### src/rtl/led_scroller_multi.sv
// Multi-mode LED pattern engine. It steps a pattern across LED_NUM LEDs once per
// (CNT_1S >> speed) cycles. The modes are rotate left, rotate right, bounce and fill/empty bar.
module led_scroller_multi #(
  parameter int unsigned LED_NUM        = 16,
  parameter logic [26:0] CNT_1S         = 27'd100_000_000,
  parameter bit          LED_ACTIVE_LOW = 1'b1
) (
  input  logic               clk,
  input  logic               reset,
  input  logic [1:0]         mode,
  input  logic [1:0]         speed,
  input  logic               pause,
  output logic [LED_NUM-1:0] led,
  output logic               step
);

  localparam int unsigned   PosW    = $clog2(LED_NUM + 1);
  localparam logic [PosW-1:0] PosLast = PosW'(LED_NUM - 1);
  localparam logic [PosW-1:0] PosPrev = PosW'(LED_NUM - 2);
  localparam logic [PosW-1:0] PosFull = PosW'(LED_NUM);

  typedef enum logic [1:0] {
    ModeRotL   = 2'd0,
    ModeRotR   = 2'd1,
    ModeBounce = 2'd2,
    ModeFill   = 2'd3
  } mode_e;

  typedef enum logic {
    DirUp   = 1'b0,
    DirDown = 1'b1
  } dir_e;

  // Raw (active-high) pattern for a mode at a given position or fill level.
  function automatic logic [LED_NUM-1:0] pattern(input mode_e m, input logic [PosW-1:0] p);
    logic [LED_NUM:0] one;
    logic [LED_NUM:0] wide;
    one = {{LED_NUM{1'b0}}, 1'b1};
    // One extra bit so a full bar (p == LED_NUM) still fits before the subtract.
    if (m == ModeFill) wide = (one << p) - one;
    else               wide = one << p;
    return wide[LED_NUM-1:0];
  endfunction

  function automatic logic [LED_NUM-1:0] polarize(input logic [LED_NUM-1:0] pat);
    return LED_ACTIVE_LOW ? ~pat : pat;
  endfunction

  logic [26:0]        cnt_q, cnt_d;
  logic [PosW-1:0]    pos_q, pos_d;
  dir_e               dir_q, dir_d;
  mode_e              mode_q, mode_d;
  logic [LED_NUM-1:0] led_q, led_d;
  logic               step_q, step_d;

  logic [26:0] period;
  logic        tick;
  logic        mode_chg;

  assign period   = CNT_1S >> speed;
  // >= rather than == so a shorter period taking effect mid-count steps at once.
  assign tick     = (cnt_q >= period - 27'd1) & ~pause;
  assign mode_chg = (mode_e'(mode) != mode_q);

  // Next-state: a mode change restarts the pattern and beats a coincident tick.
  always_comb begin
    cnt_d  = cnt_q;
    pos_d  = pos_q;
    dir_d  = dir_q;
    mode_d = mode_q;
    if (mode_chg) begin
      mode_d = mode_e'(mode);
      pos_d  = '0;
      dir_d  = DirUp;
      cnt_d  = '0;
    end else if (tick) begin
      cnt_d = '0;
      unique case (mode_q)
        ModeRotL: pos_d = (pos_q == PosLast) ? '0 : pos_q + 1'b1;
        ModeRotR: pos_d = (pos_q == '0) ? PosLast : pos_q - 1'b1;
        ModeBounce: begin
          if (dir_q == DirUp) begin
            if (pos_q == PosLast) begin
              dir_d = DirDown;
              pos_d = PosPrev;
            end else begin
              pos_d = pos_q + 1'b1;
            end
          end else begin
            if (pos_q == '0) begin
              dir_d = DirUp;
              pos_d = PosW'(1);
            end else begin
              pos_d = pos_q - 1'b1;
            end
          end
        end
        ModeFill: pos_d = (pos_q == PosFull) ? '0 : pos_q + 1'b1;
      endcase
    end else if (!pause) begin
      cnt_d = cnt_q + 27'd1;
    end
    step_d = mode_chg | tick;
    led_d  = polarize(pattern(mode_d, pos_d));
  end

  // State registers; reset loads the initial pattern of the mode currently selected.
  always_ff @(posedge clk) begin
    if (reset) begin
      cnt_q  <= '0;
      pos_q  <= '0;
      dir_q  <= DirUp;
      mode_q <= mode_e'(mode);
      led_q  <= polarize(pattern(mode_e'(mode), '0));
      step_q <= 1'b0;
    end else begin
      cnt_q  <= cnt_d;
      pos_q  <= pos_d;
      dir_q  <= dir_d;
      mode_q <= mode_d;
      led_q  <= led_d;
      step_q <= step_d;
    end
  end

  assign led  = led_q;
  assign step = step_q;

endmodule

### config.mk
export PLATFORM = sky130hd
export DESIGN_NAME = led_scroller_multi
export DESIGN_NICKNAME = d
export VERILOG_FILES = /design/src/rtl/led_scroller_multi.sv
export SDC_FILE = /design/constraint.sdc
export NUM_CORES = 1
export LEC_CHECK = 0
export ABC_AREA = 1
export BUFFER_PORTS_ARGS = -buffer_cell sky130_fd_sc_hd__buf_4
export CAP_MARGIN = 20
export CORE_ASPECT_RATIO = 1.5
export CORE_MARGIN = 4
export CORE_UTILIZATION = 55
export DETAILED_ROUTE_END_ITERATION = 10
export PLACE_DENSITY = 0.76
export SKIP_CTS_REPAIR_TIMING = 1
export SYNTH_ARGS = -nofsm -noshare
export SYNTH_HDL_FRONTEND = slang
export SYNTH_SLANG_ARGS = --single-unit
### constraint.sdc
create_clock -name clk -period 2.5 [get_ports clk]
set_input_delay 0.125 -clock clk [delete_from_list [all_inputs] [get_ports clk]]
set_output_delay 0.125 -clock clk [all_outputs]
set_load 0.01 [all_outputs]
==> results of run 1 <==
## sequential cells by signal (all words and copies together), names as in the netlist
register  count
cnt_q        27
led          16
pos_q         5
step          1
mode_q        2
dir_q         1
## stage by stage
stage,power (mW),std cells
finish,1.56,782
global route,1.60,782
CTS,1.51,772
detailed placement,1.02,764
global placement,1.01,764
floorplan,0.954,584
## worst min-delay path by stage
| stage | endpoint | start | slack (ps) | cells past startpoint |
|---|---|---|---|---|
| 5_1_grt | pos_q[0]$_SDFF_PP0_ | reset | 80 | 2 |
| 6_report | pos_q[0]$_SDFF_PP0_ | reset | 60 | 2 |
| 2_1_floorplan | mode_q[0]$_DFF_P_ | mode[0] | 220 | 1 |
| 4_1_cts | mode_q[0]$_DFF_P_ | mode[0] | -80 | 1 |
| 3_3_place_gp | mode_q[1]$_DFF_P_ | mode[1] | 250 | 1 |
| 3_5_place_dp | mode_q[0]$_DFF_P_ | mode[0] | 250 | 1 |
## per-layer routing
layer / wire length (um) / vias to the layer above
met1: 4440 / 2028
met5: 0 / -
met3: 612 / 69
met2: 6820 / 185
met4: 714 / 0
li1: - / 2106
## cells in the final DEF, fill, tap and decap left out, types with 9 or more instances in the layout
cell and instances:
ha_4 18, nand2_4 11, nand4_1 10, xor2_1 12, xnor2_1 9, buf_4 113
dfxtp_1 39, dfxtp_2 13, inv_1 66, nand3_2 18, nor2_2 23, nor2_4 18
a21oi_1 15, nand2_1 120, nand2_2 27, nor3_1 10, nand3_1 44, nor2_1 55
ha_1 9
## power breakdown
group	internal, mW	total [mW]	switching, mW
sequential	0.835	0.840	0.00557
clock	0.200	0.509	0.310
combinational	0.0788	0.206	0.127
total	1.11	1.56	0.443
## final cells by class
class                      count  area share [%]
timing repair buffer         121            17.0
tap                           78            1.75
clock buffer                   5            1.23
clock inverter                 3           0.381
multi-input combinational    448            55.4
sequential                    52            18.9
inverter                      75            5.31
## worst register-to-register path, stage by stage (launching register included)
cell and delay, ps:
dfxtp_2 350, ha_4 170, nand2_4 60, nor2_4 50, ha_2 190, inv_2 60, buf_4 120, buf_4 100
nand3_1 90, a21oi_1 250, nand4_1 240, nand2_4 160, nor2_4 60, nand2_2 110, ha_4 160, inv_4 40
nor2_4 90, nand2_4 80, nor2_4 160, nand2_1 80, nand2_1 70, nand3_1 50
## kinds of logic after synthesis
group / share of synthesized area (%)
and+or+nand+nor: 44.2
buffers and inverters: 8.53
DFF: 27.1
xor gates and xnor gates: 5.01
AOI/OAI and AO/OA: 5.89
other: 0.195
adders and majority gates: 9.11
==> flow_summary.json, run 1 <==
{
  "rsz0062_at_grt": "yes",
  "num_rows": 37,
  "ff2ff_setup_slack_ps": -360,
  "fin_setup_tns_ps": -3650,
  "totalWireLength_um": 12600,
  "root_buffer": "clkbuf_8",
  "arrival_ps": 3060,
  "worst-path-max-fanout": 7,
  "core_um2": 6850,
  "critPathMostFrequentCell": "nor2_4",
  "synth.distinct_cells": 38,
  "drive_gt1_share_pct": 40.1,
  "grt_pass1_wl_um": 17600,
  "maxSlewHeadroom_pct": 62.1,
  "yosysMostFrequentCell": "nand2_1",
  "synth-edff-count": 0,
  "worstSetupEndpointType": "flop",
  "r2r-start": "pos_q[0]$_SDFF_PP0_",
  "syn_area_um2": 3840,
  "p_leak_nw": 2.48,
  "critPathRequiredTime_ps": 2700,
  "met3_usage_pct": 3.43,
  "routedWlPerCell_um": 16.1,
  "firstDrtPassIters": 6,
  "use_met2_pct": 47.0,
  "worstSetupStartpoint": "pos_q[0]$_SDFF_PP0_",
  "synth_top_area_share_pct": 27.1,
  "seq_area_um2": 1060,
  "clk_latency_ps": 320,
  "tritoncts": "done",
  "dr.first_iter.drc_count": 324,
  "endpoint": "led[12]$_SDFF_PP1_",
  "maxCapViolCount": 0,
  "final_net_count": 738,
  "rr_worst_depth": 21,
  "setup_viol": 15,
  "timing_worst_slew_pin_value_ps": 568,
  "async_reset_ff_share_pct": 0,
  "port_buffers": 23,
  "fillers": 428,
  "fin_area_um2": 5580,
  "postPlaceCellArea_um2": 4800,
  "fmaxAchievable_mhz": 350,
  "hp-class": "input port to flop",
  "die_w_um": 76.3,
  "fin_util_pct": 81.5,
  "drc": 0,
  "finalClockSkew_ps": 6.85,
  "ios": 24,
  "yosysWarnings": 0,
  "gp_congestion": 0.945,
  "htreeDepth": 2,
  "cp-start-kind": "flop",
  "p_per_area_nw_per_um2": 279,
  "antenna_found_initial": 0,
  "ir_worst_vdd_v": 0.000304,
  "overflow": 0,
  "synth_commonest_cells": "143 x nand2_1, 80 x nor2_1, 70 x inv_1",
  "start_util_pct": 56.1,
  "hold_slack_ps": 57.7,
  "max_stage_delay_ps": 350,
  "outcome": "complete, but fails checks",
  "crit_type": "flop to flop",
  "reg2reg_to": "led[12]$_SDFF_PP1_",
  "crit_chain": "ha_4, nand2_4, nor2_4, ha_2, inv_2, buf_4, buf_4, nand3_1, a21oi_1, nand4_1, nand2_4, nor2_4, nand2_2, ha_4, inv_4, nor2_4, nand2_4, nor2_4, nand2_1, nand2_1, nand3_1",
  "seq_area_frac_synth_pct": 27.1,
  "via_per_inst": 5.61,
  "syn_to_final_growth_pct": 45.2,
  "cp_num_cells": 21,
  "dominantRegCellSynth": "dfxtp_1",
  "crit_family": "simple AND/OR/NAND/NOR gates",
  "dieArea_um2": 8420,
  "cp_slowest_cell": "dfxtp_2",
  "fin_crit_ps": 2860,
  "pre_cts_slack_ps": -557,
  "grt_use_total_pct": 25.0,
  "hold_viol": 0,
  "ant_nets": 0,
  "path_clk_slew_ps": 100,
  "grt_pass1_vias": 4214,
  "numCtsBuffers": 5,
  "cts_num_sinks": 52,
  "violations": "negative setup slack",
  "synth-seq-cells": 52,
  "fin_crit_sh_pct": 114,
  "synth_area_leaders": "dfxtp_1 27%, nand2_1 14%, ha_1 9.1%, nor2_1 7.8%, nand3_1 7.5%",
  "die_h_um": 110,
  "avgSynthCellArea_um2": 6.60,
  "multi_input_area_um2": 3090,
  "clockBufferDepth": 2,
  "num_vias": 4388,
  "n_antenna_cell": 0,
  "top_usage_layer": "met2",
  "grt_max_degree": 28,
  "hpwl_um": 8170,
  "maxSlewViolCount": 0,
  "path_buf_inv": 4,
  "fin_ws_ps": -356,
  "syn_inst": 583,
  "gr-usage-met1_pct": 25.9,
  "synth_area_leader_cell": "dfxtp_1"
}
No activity file was read; power rests on OpenSTA's default activity.
==> run 2, diff against run 1 <==
CORE_UTILIZATION = 45   (was 55)
PLACE_DENSITY = unset   (was 0.76)
==> run 2 against run 1 <==
The flow still finishes with violations (negative setup slack). Combinational power fell by 9%. Hold slack improved by 26 ps. Fmax grew 6.8%. Design area down 2.3%. Routed wire length decreased by 17%. Register-to-register slack gained 180 ps. Non-clock buffer count fell by 1. First-iteration DRC count shrank 46%. Sequential cell count is the same. Power up 8.9%. Largest cell class unchanged. Largest power group unchanged.
==> flow_summary.json, run 2 (same netlist as run 1, synthesis figures left out) <==
{
  "outcome": "complete, but fails checks",
  "violations": "negative setup slack",
  "seq_area_um2": 1050,
  "timing_worst_slew_pin_value_ps": 549,
  "postPlaceCellArea_um2": 4830,
  "port_buffers": 23,
  "gp_congestion": 0.917,
  "ant_nets": 0,
  "reg2reg_to": "led[10]$_SDFF_PP1_",
  "grt_pass1_wl_um": 16900,
  "ff2ff_setup_slack_ps": -180,
  "grt_max_degree": 28,
  "antenna_found_initial": 0,
  "min_path_cells": 2,
  "cp_slowest_cell": "dfxtp_2",
  "worst-path-max-fanout": 7,
  "hold_start": "reset",
  "fmaxAchievable_mhz": 374,
  "die_h_um": 121,
  "power_mw": 1.69,
  "routedWlPerCell_um": 13.0,
  "hold_viol": 0,
  "ios": 24,
  "fin_area_um2": 5460,
  "syn_to_final_growth_pct": 41.9,
  "ir_worst_vdd_v": 0.000231,
  "layout_common_cells": "128 x nand2_1, 115 x buf_4, 64 x inv_1, 64 x nor2_1, 47 x nand3_1",
  "totalWireLength_um": 10500,
  "top_register": "cnt_q",
  "htreeDepth": 2,
  "die_w_um": 83.5,
  "fin_ws_ps": -175,
  "drive_gt1_share_pct": 36.0,
  "hp-class": "input port to flop",
  "grt_pass1_vias": 3858,
  "largest_register_ffs": 27,
  "multi_input_area_um2": 2910,
  "clk_latency_ps": 290,
  "num_rows": 41,
  "dr.first_iter.drc_count": 175,
  "arrival_ps": 2830,
  "crit_chain": "ha_4, nand2_2, nor2_2, nand2_1, nor2_1, nand2_2, nand3_4, nand2_8, nand2_4, nand3_4, buf_4, nand3_1, nor2_2, nor2_2, nand2_2, nor2_4, nand2_1, nand2_1, nand3_1",
  "drc": 0,
  "fin_crit_sh_pct": 107,
  "core_um2": 8360,
  "clockBufferDepth": 2,
  "pre_cts_slack_ps": -529,
  "min_to": "pos_q[0]$_SDFF_PP0_",
  "fin_util_pct": 65.2,
  "crit_family": "simple AND/OR/NAND/NOR gates",
  "crit_type": "flop to flop",
  "p_leak_nw": 2.45,
  "maxCapViolCount": 0,
  "start_util_pct": 46.0,
  "firstDrtPassIters": 5,
  "final_net_count": 737,
  "fin_setup_tns_ps": -1690,
  "tritoncts": "done",
  "n_antenna_cell": 0,
  "max_stage_delay_ps": 340,
  "root_buffer": "clkbuf_16",
  "dieArea_um2": 10100,
  "num_vias": 4030,
  "maxSlewHeadroom_pct": 63.4,
  "rr_worst_depth": 19,
  "setup_viol": 13,
  "p_per_area_nw_per_um2": 310,
  "critPathRequiredTime_ps": 2650,
  "finalClockSkew_ps": 8.35,
  "maxSlewViolCount": 0,
  "path_buf_inv": 1,
  "cts_num_sinks": 52,
  "r2r-start": "cnt_q[22]$_SDFFE_PP0N_",
  "cp-start-kind": "flop",
  "worstSetupEndpointType": "flop",
  "numCtsBuffers": 5,
  "hpwl_um": 8120,
  "rsz0062_at_grt": "yes",
  "grt_use_total_pct": 20.4,
  "fillers": 717,
  "overflow": 0,
  "via_per_inst": 4.98,
  "fin_crit_ps": 2680,
  "path_clk_slew_ps": 70,
  "mostFrequentLayoutCell": "nand2_1"
}
-- run 2: power by group --
| group | switching, mW | leakage (nW) | internal (mW) | total, mW |
|---|---|---|---|---|
| registers | 0.00602 | 0.427 | 0.835 | 0.841 |
| clock network | 0.300 | 0.0657 | 0.364 | 0.664 |
| logic | 0.114 | 1.96 | 0.0743 | 0.188 |
-- run 2: worst max-delay path by stage --
stage                                 from                 end  slack, ps  depth (start not counted)
global placement                  speed[1]   led[8]$_SDFF_PP1_       -450                         26
global route         cnt_q[9]$_SDFFE_PP0N_  led[10]$_SDFF_PP1_       -410                         18
CTS                    pos_q[0]$_SDFF_PP0_  led[10]$_SDFF_PP1_       -330                         19
floorplan                         speed[1]   led[8]$_SDFF_PP1_       -180                         25
detailed placement                speed[1]  led[10]$_SDFF_PP1_       -530                         26
finish              cnt_q[22]$_SDFFE_PP0N_  led[10]$_SDFF_PP1_       -180                         19
-- run 2: metal layers --
layer | GRT usage (%) | up-vias | part of all wire [%]
li1 | - | 2108 | -
met1 | 21.4 | 1845 | 40
met2 | 39.7 | 62 | 56
met3 | 2.51 | 15 | 2.0
met4 | 9.56 | 0 | 2.2
met5 | 0 | - | 0
-- run 2: final cells by class --
cell class,count,share of cell area (%)
flip-flops and latches,52,19.3
repair buffers,120,17.0
clock buffers,5,2.29
well taps,107,2.45
clock inverters,2,0.229
multi-input cells,448,53.3
inverters,75,5.39
-- run 2: metrics by stage --
step                      hold slack (ps)  std cells
after global placement                255        793
final                                83.2        809
after CTS                           -47.1        800
after floorplan                       215        584
after detailed placement              254        793
after global routing                 97.8        809
-- run 2: worst reg2reg max path, delay by kind of cell (launching register included) --
| family | cells | cell delay, ps |
|---|---|---|
| flops | 1 | 340 |
| fa+ha+maj | 1 | 270 |
| buf+inv | 1 | 190 |
| simple gates | 17 | 1740 |
